[src/rtl/ucsbece152a_pkg.sv]
// Shared types and constants for the board input conditioning blocks.
package ucsbece152a_pkg;

    typedef enum logic [1:0] {
        RELEASED,
        PRESS_WAIT,
        HELD,
        RELEASE_WAIT
    } btn_state_t;

    localparam int unsigned SYNC_STAGES = 2;

endpackage

[src/rtl/ucsbece152a_sync.sv]
// Flop-chain synchronizer for an asynchronous single-bit input; resets to 0.
module ucsbece152a_sync #(
    parameter int unsigned STAGES = 2  // must be >= 2
) (
    input  logic clk,
    input  logic rst,
    input  logic d,
    output logic q
);

    logic [STAGES-1:0] ff_q;

    always_ff @(posedge clk or negedge rst) begin
        if (!rst) begin
            ff_q <= '0;
        end else begin
            ff_q <= {ff_q[STAGES-2:0], d};
        end
    end

    assign q = ff_q[STAGES-1];

endmodule

[src/rtl/ucsbece152a_button_conditioner.sv]
// Synchronizes and debounces one push-button; emits a clean level, press/release
// pulses and a step pulse with optional auto-repeat while held.
module ucsbece152a_button_conditioner
    import ucsbece152a_pkg::*;
#(
    parameter int unsigned DEBOUNCE_CYCLES = 500000,
    parameter int unsigned REPEAT_EN       = 1,
    parameter int unsigned REPEAT_DELAY    = 25000000,
    parameter int unsigned REPEAT_PERIOD   = 10000000,
    parameter int unsigned ACTIVE_LOW_IN   = 1
) (
    input  logic clk,
    input  logic rst,
    input  logic btn_i,
    output logic level_o,
    output logic press_o,
    output logic release_o,
    output logic step_o
);

    localparam int unsigned DEB_W   = $clog2(DEBOUNCE_CYCLES);
    localparam int unsigned REP_MAX = (REPEAT_DELAY > REPEAT_PERIOD) ? REPEAT_DELAY
                                                                     : REPEAT_PERIOD;
    localparam int unsigned REP_W   = (REP_MAX > 1) ? $clog2(REP_MAX) : 1;

    localparam logic [DEB_W-1:0] DEB_LAST   = DEB_W'(DEBOUNCE_CYCLES - 1);
    localparam logic [REP_W-1:0] DELAY_LAST = REP_W'(REPEAT_DELAY - 1);
    localparam logic [REP_W-1:0] PER_LAST   = REP_W'(REPEAT_PERIOD - 1);
    localparam logic [REP_W-1:0] REP_TOP    = REP_W'(REP_MAX - 1);
    localparam logic             INVERT     = (ACTIVE_LOW_IN != 0);

    logic btn_n, btn_s;

    assign btn_n = btn_i ^ INVERT;

    ucsbece152a_sync #(
        .STAGES (SYNC_STAGES)
    ) u_sync (
        .clk (clk),
        .rst (rst),
        .d   (btn_n),
        .q   (btn_s)
    );

    btn_state_t       state_q, state_d;
    logic [DEB_W-1:0] deb_cnt_q, deb_cnt_d;
    logic [REP_W-1:0] rep_cnt_q, rep_cnt_d;
    // 0 = waiting for the initial delay, 1 = running at the repeat period
    logic             rep_phase_q, rep_phase_d;
    logic             level_d, press_d, release_d, step_d, tick;

    always_comb begin
        state_d     = state_q;
        deb_cnt_d   = deb_cnt_q;
        rep_cnt_d   = rep_cnt_q;
        rep_phase_d = rep_phase_q;
        press_d     = 1'b0;
        release_d   = 1'b0;
        tick        = 1'b0;

        unique case (state_q)
            RELEASED: begin
                if (btn_s) begin
                    state_d   = PRESS_WAIT;
                    deb_cnt_d = '0;
                end
            end
            PRESS_WAIT: begin
                if (!btn_s) begin
                    state_d = RELEASED;
                end else if (deb_cnt_q == DEB_LAST) begin
                    state_d     = HELD;
                    press_d     = 1'b1;
                    rep_cnt_d   = '0;
                    rep_phase_d = 1'b0;
                end else begin
                    deb_cnt_d = deb_cnt_q + 1'b1;
                end
            end
            HELD: begin
                if (!btn_s) begin
                    state_d   = RELEASE_WAIT;
                    deb_cnt_d = '0;
                end else if (REPEAT_EN != 0) begin
                    if (rep_cnt_q == (rep_phase_q ? PER_LAST : DELAY_LAST)) begin
                        tick        = 1'b1;
                        rep_cnt_d   = '0;
                        rep_phase_d = 1'b1;
                    end else if (rep_cnt_q != REP_TOP) begin
                        rep_cnt_d = rep_cnt_q + 1'b1;
                    end
                end
            end
            RELEASE_WAIT: begin
                if (btn_s) begin
                    state_d     = HELD;
                    rep_cnt_d   = '0;
                    rep_phase_d = 1'b0;
                end else if (deb_cnt_q == DEB_LAST) begin
                    state_d   = RELEASED;
                    release_d = 1'b1;
                end else begin
                    deb_cnt_d = deb_cnt_q + 1'b1;
                end
            end
            default: state_d = RELEASED;
        endcase

        level_d = (state_d == HELD) || (state_d == RELEASE_WAIT);
        step_d  = press_d | tick;
    end

    always_ff @(posedge clk or negedge rst) begin
        if (!rst) begin
            state_q     <= RELEASED;
            deb_cnt_q   <= '0;
            rep_cnt_q   <= '0;
            rep_phase_q <= 1'b0;
            level_o     <= 1'b0;
            press_o     <= 1'b0;
            release_o   <= 1'b0;
            step_o      <= 1'b0;
        end else begin
            state_q     <= state_d;
            deb_cnt_q   <= deb_cnt_d;
            rep_cnt_q   <= rep_cnt_d;
            rep_phase_q <= rep_phase_d;
            level_o     <= level_d;
            press_o     <= press_d;
            release_o   <= release_d;
            step_o      <= step_d;
        end
    end

endmodule

[config.mk]
export PLATFORM = sky130hd
export DESIGN_NAME = ucsbece152a_button_conditioner
export DESIGN_NICKNAME = d
export VERILOG_FILES = /design/src/rtl/ucsbece152a_pkg.sv /design/src/rtl/ucsbece152a_sync.sv /design/src/rtl/ucsbece152a_button_conditioner.sv
export SDC_FILE = /design/constraint.sdc
export NUM_CORES = 1
export LEC_CHECK = 0
export ABC_AREA = 1
export BUFFER_PORTS_ARGS = -buffer_cell sky130_fd_sc_hd__clkbuf_2
export CORE_MARGIN = 2
export CORE_UTILIZATION = 30
export DETAILED_ROUTE_END_ITERATION = 7
export PLACE_DENSITY = 0.56
export SYNTH_ARGS = -nofsm -noshare
export SYNTH_HDL_FRONTEND = slang
export SYNTH_SLANG_ARGS = --single-unit
export TNS_END_PERCENT = 50
[constraint.sdc]
create_clock -name clk -period 2.9 [get_ports clk]
set_input_delay 0.435 -clock clk [delete_from_list [all_inputs] [get_ports clk]]
set_output_delay 0.435 -clock clk [all_outputs]
set_load 0.03 [all_outputs]
# Word-level counts from Yosys, hierarchy flattened
# Index checks and enable logic that the tools add are counted.
# totals
latch_bits	0
ff_bits	53
inputBits	3
out_inout_bits	4
ram_bits	0
memories	0
elab_cells	71
romBits	0
# classes
n_mux	35
n_reduce_logical	6
n_eq_ne	17
multipliers	0
shift	0
div	0
n_addsub	2
n_bitwise	2
order_cmp	0
# ops
operator	n
25-bit two-way mux	7
19-bit two-way mux	5
19-bit one-hot mux with 4 select lines	1
25-bit one-hot mux with 3 select lines	1
25-bit by 1-bit adder with 25-bit output (second input constant)	1
25-bit == test	1
25-bit inequality test (second input constant)	1
19-bit by 1-bit adder with 19-bit output (second input constant)	1
19-bit == test (second input constant)	1
1-bit two-way mux	13
2-bit two-way mux	6
6-bit AND reduction	2
2-bit == test (second input constant)	4
2-bit by 1-bit inequality test with 1-bit output (second input constant)	4
2-bit inequality test (second input constant)	4
2-bit one-hot mux with 4 select lines	1
4-bit AND reduction	1
3-bit inequality test (second input constant)	1
1-bit one-hot mux with 3 select lines	1
3-bit nonzero test	1
2-bit by 1-bit == test with 1-bit output (second input constant)	1
2-bit logical NOT	1
1-bit logical OR	1
1-bit inverter	1
1-bit OR	1

# Logic depth before layout (Yosys ltp)
# Gate-level depths: netlist of the first run.
# depth
ltp_word	6
depth_mapped	15
mapped_depth_nobuf	13

# Cells and area by module
# Synthesis of the first run repeated with hierarchy kept, for this count alone.
# unflattened
cells_unflattened	496
area_unflattened_um2	3627.2
# modules_own_cells
module	instances	cells_per_inst	seq_area_each_um2	area_per_inst_um2
ucsbece152a_button_conditioner	1	494	1276.2	3577.2
ucsbece152a_sync	1	2	50.0	50.0

# Worst setup path after synthesis of the first run
# Ideal clock, no wire load.
# synth_timing
path_kind	flip-flop to flip-flop
startpoint	reg rep_cnt_q[0]
endpoint	reg rep_cnt_q[6]
n_path_buf	1
t_arrival_ns	1.651
required_ns	2.783
stages_incl_launch_ff	12
setup_ns	0.117
slack_ns	1.133
period_less_slack_ns	1.767
path_cell_list	dfrtp_1 ha_1 nand3_1 inv_1 nand4_1 nor2_1 nand2_1 buf_4 nand2_1 nor2_1 nand2_1 nand2_1
# synth_between
elab_chain_len	5
word_cells_on_any_way	9
classes_between	1 x add/sub; 3 x eq/ne; 4 x mux; 1 x reduce/logical
# synth_lines
element	line	rtl
start: declaration	ucsbece152a_button_conditioner.sv:47	logic [REP_W-1:0] rep_cnt_q, rep_cnt_d;
start signal: assignment	ucsbece152a_button_conditioner.sv:126	rep_cnt_q <= rep_cnt_d;
25-bit by 1-bit adder with 25-bit output	ucsbece152a_button_conditioner.sv:90	rep_cnt_d = rep_cnt_q + 1'b1;
25-bit two-way mux	ucsbece152a_button_conditioner.sv:89	end else if (rep_cnt_q != REP_TOP) begin
25-bit two-way mux	ucsbece152a_button_conditioner.sv:85	if (rep_cnt_q == (rep_phase_q ? PER_LAST : DELAY_LAST)) begin
25-bit two-way mux	ucsbece152a_button_conditioner.sv:81	if (!btn_s) begin
25-bit one-hot mux with 3 select lines	ucsbece152a_button_conditioner.sv:61	unique case (state_q)
# Several ways; a longest one is shown, not always the timed one. The select of a mux whose other input is x is not followed.
# A chain may end at the register's enable or synchronous reset.

# Final worst setup path of the first run
# layout_timing
startpoint	reg deb_cnt_q[0]
endpoint	reg deb_cnt_q[13]
# layout_between
elab_chain_len	4
word_cells_on_any_way	6
classes_between	1 x add/sub; 1 x eq/ne; 4 x mux
# layout_lines
element	line	rtl
start: declaration	ucsbece152a_button_conditioner.sv:46	logic [DEB_W-1:0] deb_cnt_q, deb_cnt_d;
start signal: assignment	ucsbece152a_button_conditioner.sv:125	deb_cnt_q <= deb_cnt_d;
19-bit by 1-bit adder with 19-bit output / 19-bit == test (equally long branches)	n/a	
19-bit two-way mux *	ucsbece152a_button_conditioner.sv:71, ucsbece152a_button_conditioner.sv:99	
19-bit two-way mux (on tied branches)	ucsbece152a_button_conditioner.sv:95, ucsbece152a_button_conditioner.sv:69	
19-bit one-hot mux with 4 select lines *	ucsbece152a_button_conditioner.sv:61	
# Every way passes the cells marked *; elsewhere a longest branch is shown, timed or not. The select of a mux whose other input is x is not followed.

==> results of run 1 <==
[path summary, 6_finish.rpt]
| path | startpoint | endpoint | slack, ns | depth (start not counted) |
|---|---|---|---|---|
| max in group asynchronous | rst | rep_cnt_q[17]$_DFFE_PN0P_ | 2.28 | 2 |
| min in group clk | btn_i | u_sync.ff_q[0]$_DFF_PN0_ | 0.27 | 2 |
| max | deb_cnt_q[0]$_DFFE_PN0P_ | deb_cnt_q[13]$_DFFE_PN0P_ | 0.59 | 8 |
| min | rst | rep_cnt_q[23]$_DFFE_PN0P_ | 0.07 | 1 |
| max reg2reg | deb_cnt_q[0]$_DFFE_PN0P_ | deb_cnt_q[13]$_DFFE_PN0P_ | 0.59 | 8 |
| min reg2reg | u_sync.ff_q[0]$_DFF_PN0_ | u_sync.ff_q[1]$_DFF_PN0_ | 0.35 | 0 |
[power by group]
group / total, mW / leakage, nW / internal [mW] / switching [mW]
sequential: 0.753 / 0.732 / 0.746 / 0.00720
clock: 0.646 / 0.0735 / 0.348 / 0.298
combinational: 0.0499 / 1.08 / 0.0124 / 0.0376
[layer usage]
metal	GRT usage [%]	wire, um	up-vias
met5	0	0	-
met4	4.613	185	0
met3	2.395	425	14
met2	25.18	4763	88
met1	20.26	4778	1763
li1	-	-	1947
[through the flow]
stage	power (mW)	util, %	cells	hold WS, ns	area (um^2)
2_1_floorplan	0.7921	-	633	0.1394	3960
3_3_place_gp	0.8174	32.19	795	0.3348	4111
3_5_place_dp	0.8191	32.19	795	0.3449	4111
4_1_cts	1.468	33.40	803	0.07797	4267
5_1_grt	1.512	33.40	803	0.09567	4267
6_report	1.449	33.40	803	0.06663	4267
[final cells by class]
| class | count | area, um^2 |
|---|---|---|
| flip-flops and latches | 53 | 1326 |
| well taps | 172 | 215.2 |
| fillers | 1409 | 8507 |
| clock buffers | 6 | 138.9 |
| multi-input cells | 485 | 2200 |
| inverters | 74 | 290.3 |
| repair buffers | 11 | 80.08 |
| clock inverters | 2 | 16.27 |
[cells in the final DEF, fill, tap and decap left out, drive strengths merged, types with 8 or more instances in the layout]
cell,n
xor2,11
clkbuf,12
nand2,237
nand4,16
nor3,10
inv,72
nor2,122
o21ai,23
dfrtp,53
xnor2,8
nand3,44
[sequential cells by signal, summed over array words and instances, names as in the netlist, 2 cells and up]
register     cells
u_sync.ff_q      2
rep_cnt_q       25
deb_cnt_q       19
state_q          2
[cell families after synthesis]
group,synth area share (%)
compound gates,4.771
xor+xnor,4.202
fa+ha+maj,0.6318
buf+inv,10.96
flops,33.49
simple gates,45.94
==> results.md, run 1 <==
- The flow ran to the end, and the final reports show no timing, DRC or antenna violations.
- The number of hold violations in the final report is 0.
- The number of design-rule violations left by the first detailed-router iteration is 277.
- The maximum vdd ir drop is 0.2137 mV.
- The hold-fix buffer count after cts is 0.
- The clock period could shrink to 2.306 ns.
- The routed layout has 3812 vias.
- The final period utilization is 79.52%.
- The weighted congestion at the end of routability-driven global placement is 0.9411.
- The number of antenna diodes in the final layout is 0.
- The wire length of the first global-routing pass is 17440 um.
- The startpoint type of the worst setup path is a register.
- Entering global routing, the biggest net connects 40 pins.
- The setup path with the least slack is of type register to register.
- TritonCTS built the clock tree.
- Global routing consumed, over all layers together, 15.16% of the routing resources.
- The number of global-route vias before repair is 3559.
- The final sum of negative setup slack is 0 ns.
- Together, buffers and inverters on the worst path number 2.
- The required time at the worst-slack endpoint is 3.10 ns.
- The number of setup violations in the final report is 0.
- Gates resized during post-CTS repair numbered 0.
- The die covers 0.01413 mm^2.
- The largest individual stage delay along the critical path comes from the cell sky130_fd_sc_hd__nor2_2.
- The H-tree was split into 2 levels.
- The final count of pins violating max slew is 0.
- The cell sitting at the root of the clock tree is a sky130_fd_sc_hd__clkbuf_16.
- The nature of the critical path endpoint is a register.
- The number of nets at the end of the flow is 635.
- The floorplan core area is 0.01277 mm^2.
- Of all cell types, the one taking the most synthesized area is sky130_fd_sc_hd__dfrtp_1.
- The total routed wirelength is 10150 um.
- The total iterations of the first detailed-routing run is 5.
- The net count after synthesis is 638.
- The TritonCTS buffer count is 5.
- The number of nets with antenna violations after routing is 0.
- The detailed-route DRC error count is 0.
- The tool flagged a number of max-cap violations equal to 0.
- The deepest clock path buffer count is 2.
- The number of sinks on the clock net is 53.
- Setup repair after global routing left no endpoint under its margin.
- The register bit total from synthesis is 53.
- The worst setup slack before clock tree synthesis is 0.6126 ns.
- Among all flip-flop cells after synthesis, the most frequent one is sky130_fd_sc_hd__dfrtp_1.
- The total grt overflow is 0.
- Across the routed clock network, the largest skew measured is 0.004059 ns.
- In this run the worst hold path is classified as primary input to async pin.
- By count the netlist is led by sky130_fd_sc_hd__nand2_1 (229), sky130_fd_sc_hd__nor2_1 (117), sky130_fd_sc_hd__inv_1 (68).
- Synthesis instantiated 32 different standard cells from the library.
- The largest stage delay on the critical path is 0.45 ns.
- Averaged over all synthesized cells, the footprint is 6.256 um^2.
- In this run the power density over the cells is 339.6 mW/mm^2.
- The post-detailed-route wirelength per cell is 12.64 um.
- The cell with the most instances after synthesis is sky130_fd_sc_hd__nand2_1.
- The post-synthesis cell count is 633.
- During synthesis, Yosys emitted a total of 0 warnings.
- The die width is 118.9 um.
- The total leakage power is 1.885 nW.
- The post-synthesis instance area is 0.003960 mm^2.
- The number of placement rows is 41.
- The count of flip-flops with a built-in enable after synthesis is 0.
- The number of post-CTS setup repair buffers is 0.
- The initial antenna violation count is 0.
- The sequential cell area fraction in the yosys report is 33.49%.
- Once the floorplan was initialized, standard cells occupied 31.00% of the core.
- In the final layout, the share of cells above drive strength 1 is 6.815%.
- 7 I/O pins were placed.
- In this design, the largest share of critical-path delay is due to simple AND/OR/NAND/NOR gates.
- The maximum clock frequency is 0.4336 GHz.
- In this run the tool buffered the top-level ports with 6 buffer cells.
- STA puts the critical path data arrival time at 2.51 ns.
- The setup slack of the critical path after layout is 0.5938 ns.
- The critical path goes through ha_1 > inv_2 > nor2_4 > nand3_2 > nor2_1 > nor2_2 > clkinv_1 > o31ai_1.
- At the pin with the least slew margin, the transition time is 0.7253 ns.
- Detailed placement finished with a half-perimeter wire length of 7672 um.
- For the worst-skew pair, the clock arrives at the later sink with an insertion delay of 0.30 ns.
- From synthesis to final layout, the design area changed by 7.741%.
- In this run the tightest slew margin relative to its limit is 51.65%.
- In this run the worst path has a maximum fanout of 13.
- After synthesis, the largest area contributor takes up 33.49% of total cell area.
- The share of flip-flops with an asynchronous set or reset is 100.0%.
- In the post-synthesis netlist, the biggest area contributors are sky130_fd_sc_hd__dfrtp_1 (33%), sky130_fd_sc_hd__nand2_1 (22%), sky130_fd_sc_hd__nor2_1 (11%).
- The die is 118.9 um tall.
- After clock tree synthesis, the clock-pin slew on the worst setup and hold paths is 0.07 ns.
- After detailed routing, the number of vias per cell comes to 4.747.
Power figures use the tool's default switching activity.
==> run 2: changes to the inputs <==
--- a/config.mk
+++ b/config.mk
@@ -10,7 +10,7 @@
 export CORE_MARGIN = 2
 export CORE_UTILIZATION = 30
 export DETAILED_ROUTE_END_ITERATION = 7
-export PLACE_DENSITY = 0.56
+export PLACE_DENSITY = 0.58
 export SYNTH_ARGS = -nofsm -noshare
 export SYNTH_HDL_FRONTEND = slang
 export SYNTH_SLANG_ARGS = --single-unit
==> constraint.sdc (replaced) <==
create_clock -name clk -period 2 [get_ports clk]
set_input_delay 0.3 -clock clk [delete_from_list [all_inputs] [get_ports clk]]
set_output_delay 0.3 -clock clk [all_outputs]
set_load 0.03 [all_outputs]
==> results.md, run 2 (synthesized netlist as in run 1, its figures left out) <==
- The cell at the root of the clock tree is sky130_fd_sc_hd__clkbuf_16 (unchanged).
- The signed area change from the synthesized netlist to the final layout is 12.10% (was 7.741%).
- The nature of the critical path endpoint is a register (unchanged).
- The most common cell after layout, fill and taps aside is sky130_fd_sc_hd__nand2_1 (unchanged).
- The number of levels in the clock H-tree is 2 (unchanged).
- The endpoint of the lowest-slack register-to-register path is rep_cnt_q[20]$_DFFE_PN0P_ (was deb_cnt_q[13]$_DFFE_PN0P_).
- The flip-flop count of the largest register after layout is 25 (unchanged).
- Result of the run: complete, no violations (unchanged).
- The slew at the pin with the worst max-slew slack is 0.6899 ns (was 0.7253 ns).
- The number of hold violations in the final report is 0 (unchanged).
- The total grt overflow was 0 (unchanged).
- Most frequent cells in the layout: sky130_fd_sc_hd__nand2_1 (229), sky130_fd_sc_hd__nor2_1 (117), sky130_fd_sc_hd__inv_1 (68), sky130_fd_sc_hd__dfrtp_1 (52), sky130_fd_sc_hd__nand3_1 (40) (was sky130_fd_sc_hd__nand2_1 (229), sky130_fd_sc_hd__nor2_1 (117), sky130_fd_sc_hd__inv_1 (68), sky130_fd_sc_hd__dfrtp_1 (53), sky130_fd_sc_hd__nand3_1 (40)).
- The startpoint type of the worst setup path is a register (unchanged).
- The deepest clock path buffer count was 2 (unchanged).
- The number of nets with antenna violations after routing was 0 (unchanged).
- The all-layer global routing usage was 15.86% (was 15.16%).
- The portion of total power attributed to the clock network is 44.8% (was 44.6%).
- The max-slew headroom at the worst pin is 54.01% (was 51.65%).
- The count of antenna diodes in the layout is 0 (unchanged).
- The register name with the most flops is rep_cnt_q (unchanged).
- The core utilization of the finished layout came to 34.75% (was 33.40%).
- The worst setup slack before clock tree synthesis is 0.1013 ns (was 0.6126 ns).
- The number of nets at the end of the flow came to 656 (was 635).
- The logic depth of the worst register-to-register path is 12 (was 8).
- The fraction of power consumed by combinational cells is 3.6% (was 3.4%).
- The HPWL reported at the end of detailed placement is 7939 um (was 7672 um).
- The detailed-route DRC error count is 0 (unchanged).
- Setup repair after global routing missed its margin: false (unchanged).
- The floorplan core area is 0.01277 mm^2 (unchanged).
- The routed via count divided by cell count is 4.680 (was 4.747).
- The TritonCTS buffer count is 5 (unchanged).
- The final critical path time including I/O delays and setup is 1.805 ns (was 2.306 ns).
- The initial antenna violation count is 0 (unchanged).
- The required time at the worst-slack endpoint is 2.20 ns (was 3.10 ns).
- The clock tree from TritonCTS is done (unchanged).
- The total vias in the final route was 3856 (was 3812).
- The part of the total power dissipated in sequential elements came to 51.6% (was 52.0%).
- The number of placement rows is 41 (unchanged).
- The die footprint is 0.01413 mm^2 (unchanged).
- The number of design-rule violations left by the first detailed-router iteration is 193 (was 277).
- The post-detailed-route wirelength per cell is 12.68 um (was 12.64 um).
- The worst clock skew is 0.009435 ns (was 0.004059 ns).
- The die width came to 118.9 um (unchanged).
- The worst hold-check path type is primary input to async pin (unchanged).
- The fraction of layout cells with a size suffix above 1 came to 10.43% (was 6.815%).
- The count of maximum capacitance violations is 0 (unchanged).
- The maximum vdd ir drop came to 0.3462 mV (was 0.2137 mV).
- The number of placed instances with taps included came to 816 (was 795).
- The clock insertion delay at the later pin of the skew report is 0.31 ns (was 0.30 ns).
- The wire length of the first global-routing pass is 18120 um (was 17440 um).
- The final cell count without fillers is 824 (was 803).
- The weighted congestion at the end of routability-driven global placement is 0.9332 (was 0.9411).
- The total routed wirelength is 10450 um (was 10150 um).
- The final count of pins violating max slew is 0 (unchanged).
- The switching power of the nets is 0.5349 mW (was 0.3430 mW).
- The height of the die came to 118.9 um (unchanged).
- The highest net fanout along the worst path came to 15 (was 13).
- The number of global-route vias before repair is 3736 (was 3559).
- The number of sinks on the clock net is 53 (unchanged).
- The total internal power is 1.585 mW (was 1.106 mW).
- The final sum of negative setup slack is 0 ns (unchanged).
- The pin count of the biggest net entering global routing is 54 (was 40).
- The number of setup violations in the final report is 0 (unchanged).
- The filler cell count was 1392 (was 1409).
- The effective utilization at floorplan is 31.00% (unchanged).
- The quantity of I/O buffers inserted on ports is 6 (unchanged).
- The start of the worst register-to-register path is rep_phase_q$_DFFE_PN0P_ (was deb_cnt_q[0]$_DFFE_PN0P_).
- The setup slack of the critical path after layout is 0.1953 ns (was 0.5938 ns).
- The total iterations of the first detailed-routing run is 4 (was 5).
- The maximum clock frequency was 0.5541 GHz (was 0.4336 GHz).
- The clock slew seen by the registers of the worst setup and hold paths is 0.08 ns (was 0.07 ns).
- The net switching fraction of the power is 25.23% (was 23.67%).
- The I/O pin count was 7 (unchanged).
- The final period utilization is 90.24% (was 79.52%).
- The power per unit of standard cell area is 477.5 mW/mm^2 (was 339.6 mW/mm^2).
- The register-to-register path setup slack is 0.20 ns (was 0.59 ns).
- Regs by FF count: rep_cnt_q x25, deb_cnt_q x19 (unchanged).
- The total leakage power is 1.992 nW (was 1.885 nW).
- The arrival time of the worst setup path was 2.00 ns (was 2.51 ns).
- The kind of critical path is register to register (unchanged).
[run 2: power by group through the flow]
stage / Sequential, mW / Combinational [mW] / Clock (mW)
floorplan: 1.11 / 0.0393 / 0
global placement: 1.11 / 0.0750 / 0
detailed placement: 1.11 / 0.0765 / 0
CTS: 1.09 / 0.0768 / 0.992
global route: 1.10 / 0.0908 / 1.02
finish: 1.09 / 0.0761 / 0.950
[run 2: worst max-delay path by stage]
stage	start	to	slack, ns	cells after the start
6_report	rep_phase_q$_DFFE_PN0P_	rep_cnt_q[20]$_DFFE_PN0P_	0.20	12
5_1_grt	deb_cnt_q[1]$_DFFE_PN0P_	rep_cnt_q[6]$_DFFE_PN0P_	0.008	10
4_1_cts	rep_phase_q$_DFFE_PN0P_	rep_cnt_q[20]$_DFFE_PN0P_	0.09	11
3_5_place_dp	rep_phase_q$_DFFE_PN0P_	rep_cnt_q[20]$_DFFE_PN0P_	0.10	11
3_3_place_gp	rep_phase_q$_DFFE_PN0P_	rep_cnt_q[24]$_DFFE_PN0P_	0.12	11
2_1_floorplan	rep_cnt_q[0]$_DFFE_PN0P_	rep_cnt_q[6]$_DFFE_PN0P_	0.23	11
[run 2: area by class of cell]
| class | count | area, um^2 | area share [%] |
|---|---|---|---|
| flip-flops and latches | 53 | 1328 | 29.90 |
| repair buffers | 32 | 241.5 | 5.440 |
| multi-input cells | 485 | 2207 | 49.72 |
| well taps | 172 | 215.2 | 4.848 |
| inverters | 74 | 294.0 | 6.623 |
| clock inverters | 3 | 28.78 | 0.6483 |
| clock buffers | 5 | 125.1 | 2.818 |
[run 2: through the flow]
stage	power (mW)	hold slack [ns]	cell area, um^2
3_3_place_gp	1.189	0.3693	4269
2_1_floorplan	1.149	0.004409	3960
4_1_cts	2.162	0.1205	4423
6_report	2.120	0.1180	4439
5_1_grt	2.202	0.1318	4439
3_5_place_dp	1.191	0.3745	4269
[run 2: worst max-delay path: stages (launching register included)]
cell	delay (ns)
sky130_fd_sc_hd__dfrtp_2	0.51
sky130_fd_sc_hd__buf_4	0.20
sky130_fd_sc_hd__nand2_1	0.07
sky130_fd_sc_hd__nand3_1	0.07
sky130_fd_sc_hd__nor2_1	0.12
sky130_fd_sc_hd__nand3_1	0.07
sky130_fd_sc_hd__nor2_1	0.16
sky130_fd_sc_hd__nand2_1	0.07
sky130_fd_sc_hd__buf_4	0.19
sky130_fd_sc_hd__nand2_1	0.08
sky130_fd_sc_hd__nor2_1	0.04
sky130_fd_sc_hd__nand2_1	0.06
sky130_fd_sc_hd__nand2_1	0.05
[run 2: routing by layer]
metal | vias to the layer above | GRT usage (%) | share of wire, % | wire [um]
li1 | 1982 | - | - | -
met1 | 1783 | 20.31 | 45 | 4723
met2 | 73 | 26.51 | 49 | 5068
met3 | 18 | 2.443 | 3.8 | 394
met4 | 0 | 6.771 | 2.5 | 263
met5 | - | 0 | 0 | 0
[run 2: what timing repair did]
action,in CTS,in global routing
setup endpoints to repair,0,25
setup buffers,0,0
resized for setup,0,7
hold buffers,0,0
==> run 3: changes to the inputs <==
--- a/config.mk
+++ b/config.mk
@@ -8,9 +8,9 @@
 export ABC_AREA = 1
 export BUFFER_PORTS_ARGS = -buffer_cell sky130_fd_sc_hd__clkbuf_2
 export CORE_MARGIN = 2
-export CORE_UTILIZATION = 30
+export CORE_UTILIZATION = 55
 export DETAILED_ROUTE_END_ITERATION = 7
-export PLACE_DENSITY = 0.58
+export PLACE_DENSITY = 0.86
 export SYNTH_ARGS = -nofsm -noshare
 export SYNTH_HDL_FRONTEND = slang
 export SYNTH_SLANG_ARGS = --single-unit
==> results.md, run 3 (synthesized netlist as in run 1, its figures left out) <==
- Result of the run: complete, no violations (unchanged).
- The filler cell count is 626 (was 1392).
- The number of global-route vias before repair came to 3842 (was 3736).
- The required time at the worst-slack endpoint was 2.21 ns (was 2.20 ns).
- The final count of pins violating max slew is 0 (unchanged).
- The arrival time of the worst setup path came to 2.05 ns (was 2.00 ns).
- The quantity of I/O buffers inserted on ports is 6 (unchanged).
- The number of nets at the end of the flow came to 648 (was 656).
- The clock slew seen by the registers of the worst setup and hold paths is 0.11 ns (was 0.08 ns).
- The hold-fix buffer count after cts is 0 (unchanged).
- The worst hold-check path type is primary input to async pin (unchanged).
- The height of the die is 88.86 um (was 118.9 um).
- The power per unit of standard cell area is 452.3 mW/mm^2 (was 477.5 mW/mm^2).
- The clock insertion delay at the later pin of the skew report is 0.32 ns (was 0.31 ns).
- The final period utilization is 91.89% (was 90.24%).
- The post-detailed-route wirelength per cell is 13.51 um (was 12.68 um).
- The fraction of layout cells with a size suffix above 1 is 10.09% (was 10.43%).
- The die footprint is 0.007895 mm^2 (was 0.01413 mm^2).
- The worst setup slack before clock tree synthesis is 0.1129 ns (was 0.1013 ns).
- The effective utilization at floorplan is 57.65% (was 31.00%).
- The total leakage power was 1.933 nW (was 1.992 nW).
- The number of placement rows is 30 (was 41).
- The weighted congestion at the end of routability-driven global placement is 1.022 (was 0.9332).
- The highest net fanout along the worst path is 21 (was 15).
- The maximum vdd ir drop came to 0.3377 mV (was 0.3462 mV).
- The worst clock skew came to 0.02318 ns (was 0.009435 ns).
- The count of antenna diodes in the layout is 0 (unchanged).
- The slowest cell on the critical path was sky130_fd_sc_hd__dfrtp_1 (was sky130_fd_sc_hd__dfrtp_2).
- The final sum of negative setup slack is 0 ns (unchanged).
- The cell at the root of the clock tree is sky130_fd_sc_hd__clkbuf_8 (was sky130_fd_sc_hd__clkbuf_16).
- The total grt overflow is 0 (unchanged).
- The kind of critical path was register to register (unchanged).
- The register name with the most flops was rep_cnt_q (unchanged).
- The total iterations of the first detailed-routing run came to 5 (was 4).
- The deepest clock path buffer count is 2 (unchanged).
- The setup slack of the critical path after layout is 0.1621 ns (was 0.1953 ns).
- The number of design-rule violations left by the first detailed-router iteration is 226 (was 193).
- The final critical path time including I/O delays and setup is 1.838 ns (was 1.805 ns).
- The flip-flop count of the largest register after layout is 25 (unchanged).
- The routed via count divided by cell count was 5.303 (was 4.680).
- The number of placed instances with taps included is 731 (was 816).
- The nature of the critical path endpoint is a register (unchanged).
- The pin count of the biggest net entering global routing is 54 (unchanged).
- Setup repair after global routing missed its margin: false (unchanged).
- The HPWL reported at the end of detailed placement is 7508 um (was 7939 um).
- The storage element area was 0.001331 mm^2 (was 0.001328 mm^2).
- The number of levels in the clock H-tree is 2 (unchanged).
- The slew at the pin with the worst max-slew slack came to 0.6925 ns (was 0.6899 ns).
- The largest stage delay on the critical path is 0.39 ns (was 0.51 ns).
- The startpoint type of the worst setup path is a register (unchanged).
- CP Cell Sequence: ha_2 > inv_2 > nor2_4 > nand3_2 > o21bai_4 > nand2_4 > clkinv_4 > nand2_2 > buf_12 > nand2_1 > nand2_1 (was buf_4 > nand2_1 > nand3_1 > nor2_1 > nand3_1 > nor2_1 > nand2_1 > buf_4 > nand2_1 > nor2_1 > nand2_1 > nand2_1).
- The maximum clock frequency is 0.5441 GHz (was 0.5541 GHz).
- The count of maximum capacitance violations was 0 (unchanged).
- The all-layer global routing usage is 27.60% (was 15.86%).
- The initial antenna violation count is 0 (unchanged).
- The number of sinks on the clock net is 53 (unchanged).
- The I/O pin count is 7 (unchanged).
- The total routed wirelength was 9998 um (was 10450 um).
- The area used by multi-input combinational logic is 0.002226 mm^2 (was 0.002207 mm^2).
- The post-route cell area is 0.004265 mm^2 (was 0.004439 mm^2).
- The number of setup violations in the final report is 0 (unchanged).
- The number of hold violations in the final report is 0 (unchanged).
- The signed area change from the synthesized netlist to the final layout was 7.709% (was 12.10%).
- The max-slew headroom at the worst pin is 53.83% (was 54.01%).
- The most common cell after layout, fill and taps aside is sky130_fd_sc_hd__nand2_1 (unchanged).
- The detailed-route DRC error count is 0 (unchanged).
- The TritonCTS buffer count came to 5 (unchanged).
- The most repeated library cell on the critical path is sky130_fd_sc_hd__nand2_1 (unchanged).
- The floorplan core area is 0.006869 mm^2 (was 0.01277 mm^2).
- The clock tree from TritonCTS is done (unchanged).
- The final cell count without fillers is 740 (was 824).
- The die width is 88.86 um (was 118.9 um).
- The total vias in the final route was 3924 (was 3856).
- Most frequent cells in the layout: sky130_fd_sc_hd__nand2_1 (229), sky130_fd_sc_hd__nor2_1 (116), sky130_fd_sc_hd__inv_1 (68), sky130_fd_sc_hd__dfrtp_1 (49), sky130_fd_sc_hd__nand3_1 (39) (was sky130_fd_sc_hd__nand2_1 (229), sky130_fd_sc_hd__nor2_1 (117), sky130_fd_sc_hd__inv_1 (68), sky130_fd_sc_hd__dfrtp_1 (52), sky130_fd_sc_hd__nand3_1 (40)).
- The wire length of the first global-routing pass is 17020 um (was 18120 um).
- Regs by FF count: rep_cnt_q x25, deb_cnt_q x19 (unchanged).
- The post-route total power is 1.929 mW (was 2.120 mW).
- The number of nets with antenna violations after routing is 0 (unchanged).
- The post-detailed-placement cell area is 0.004106 mm^2 (was 0.004269 mm^2).
run 3: cell types whose count changed in the layout (fill, tap and decap cells not counted), sizes merged:
cell and change:
bufinv +1, buf -8, inv -1
run 3: final timing paths:
kind / startpoint / to / slack [ns] / cells past startpoint
max in group asynchronous: rst / rep_cnt_q[21]$_DFFE_PN0P_ / 1.40 / 2
setup / recovery: deb_cnt_q[0]$_DFFE_PN0P_ / rep_cnt_q[21]$_DFFE_PN0P_ / 0.16 / 11
min in group clk: btn_i / u_sync.ff_q[0]$_DFF_PN0_ / 0.13 / 2
setup reg to reg: deb_cnt_q[0]$_DFFE_PN0P_ / rep_cnt_q[21]$_DFFE_PN0P_ / 0.16 / 11
hold reg to reg: u_sync.ff_q[0]$_DFF_PN0_ / u_sync.ff_q[1]$_DFF_PN0_ / 0.38 / 0
hold / removal: rst / deb_cnt_q[2]$_DFFE_PN0P_ / 0.1 / 2
run 3: cell type report:
type | count | share of cell area [%]
inverter | 74 | 6.894
clock buffer | 5 | 1.613
clock inverter | 3 | 1.027
timing repair buffer | 24 | 4.253
sequential | 53 | 31.21
tap | 96 | 2.816
multi-input combinational | 485 | 52.19
run 3: critical path: cells and delay by family (launching register included):
kind | cells | cell delay (ns)
AO/OA/AOI/OAI | 1 | 0.25
adder cells (fa/ha/maj) | 1 | 0.20
buffers and inverters | 3 | 0.32
AND/OR/NAND/NOR | 6 | 0.57
flip-flops | 1 | 0.39
run 3: repair_timing:
item	4_1_cts	5_1_grt
gates resized for setup	0	13
endpoints found under the setup margin	0	31
buffers inserted	0	1
run 3: where the power goes:
part	internal, mW	total [mW]	switching, mW
registers	1.08	1.09	0.0104
clock network	0.376	0.758	0.382
logic	0.0219	0.0788	0.0570
total	1.48	1.93	0.450
run 3: per-stage QoR:
stage,util (%),hold WS (ns)
floorplan,-,0.004409
global placement,59.78,0.3341
detailed placement,59.78,0.3654
CTS,61.42,0.1244
global route,62.09,0.1298
finish,62.09,0.09560
run 3: per-layer routing:
layer  GRT usage (%)  vias up  part of all wire [%]
li1                -     1965                     -
met1           32.83     1808                    42
met2           48.58      124                    50
met3           4.291       27                   4.1
met4           12.95        0                   3.4
met5               0        -                     0
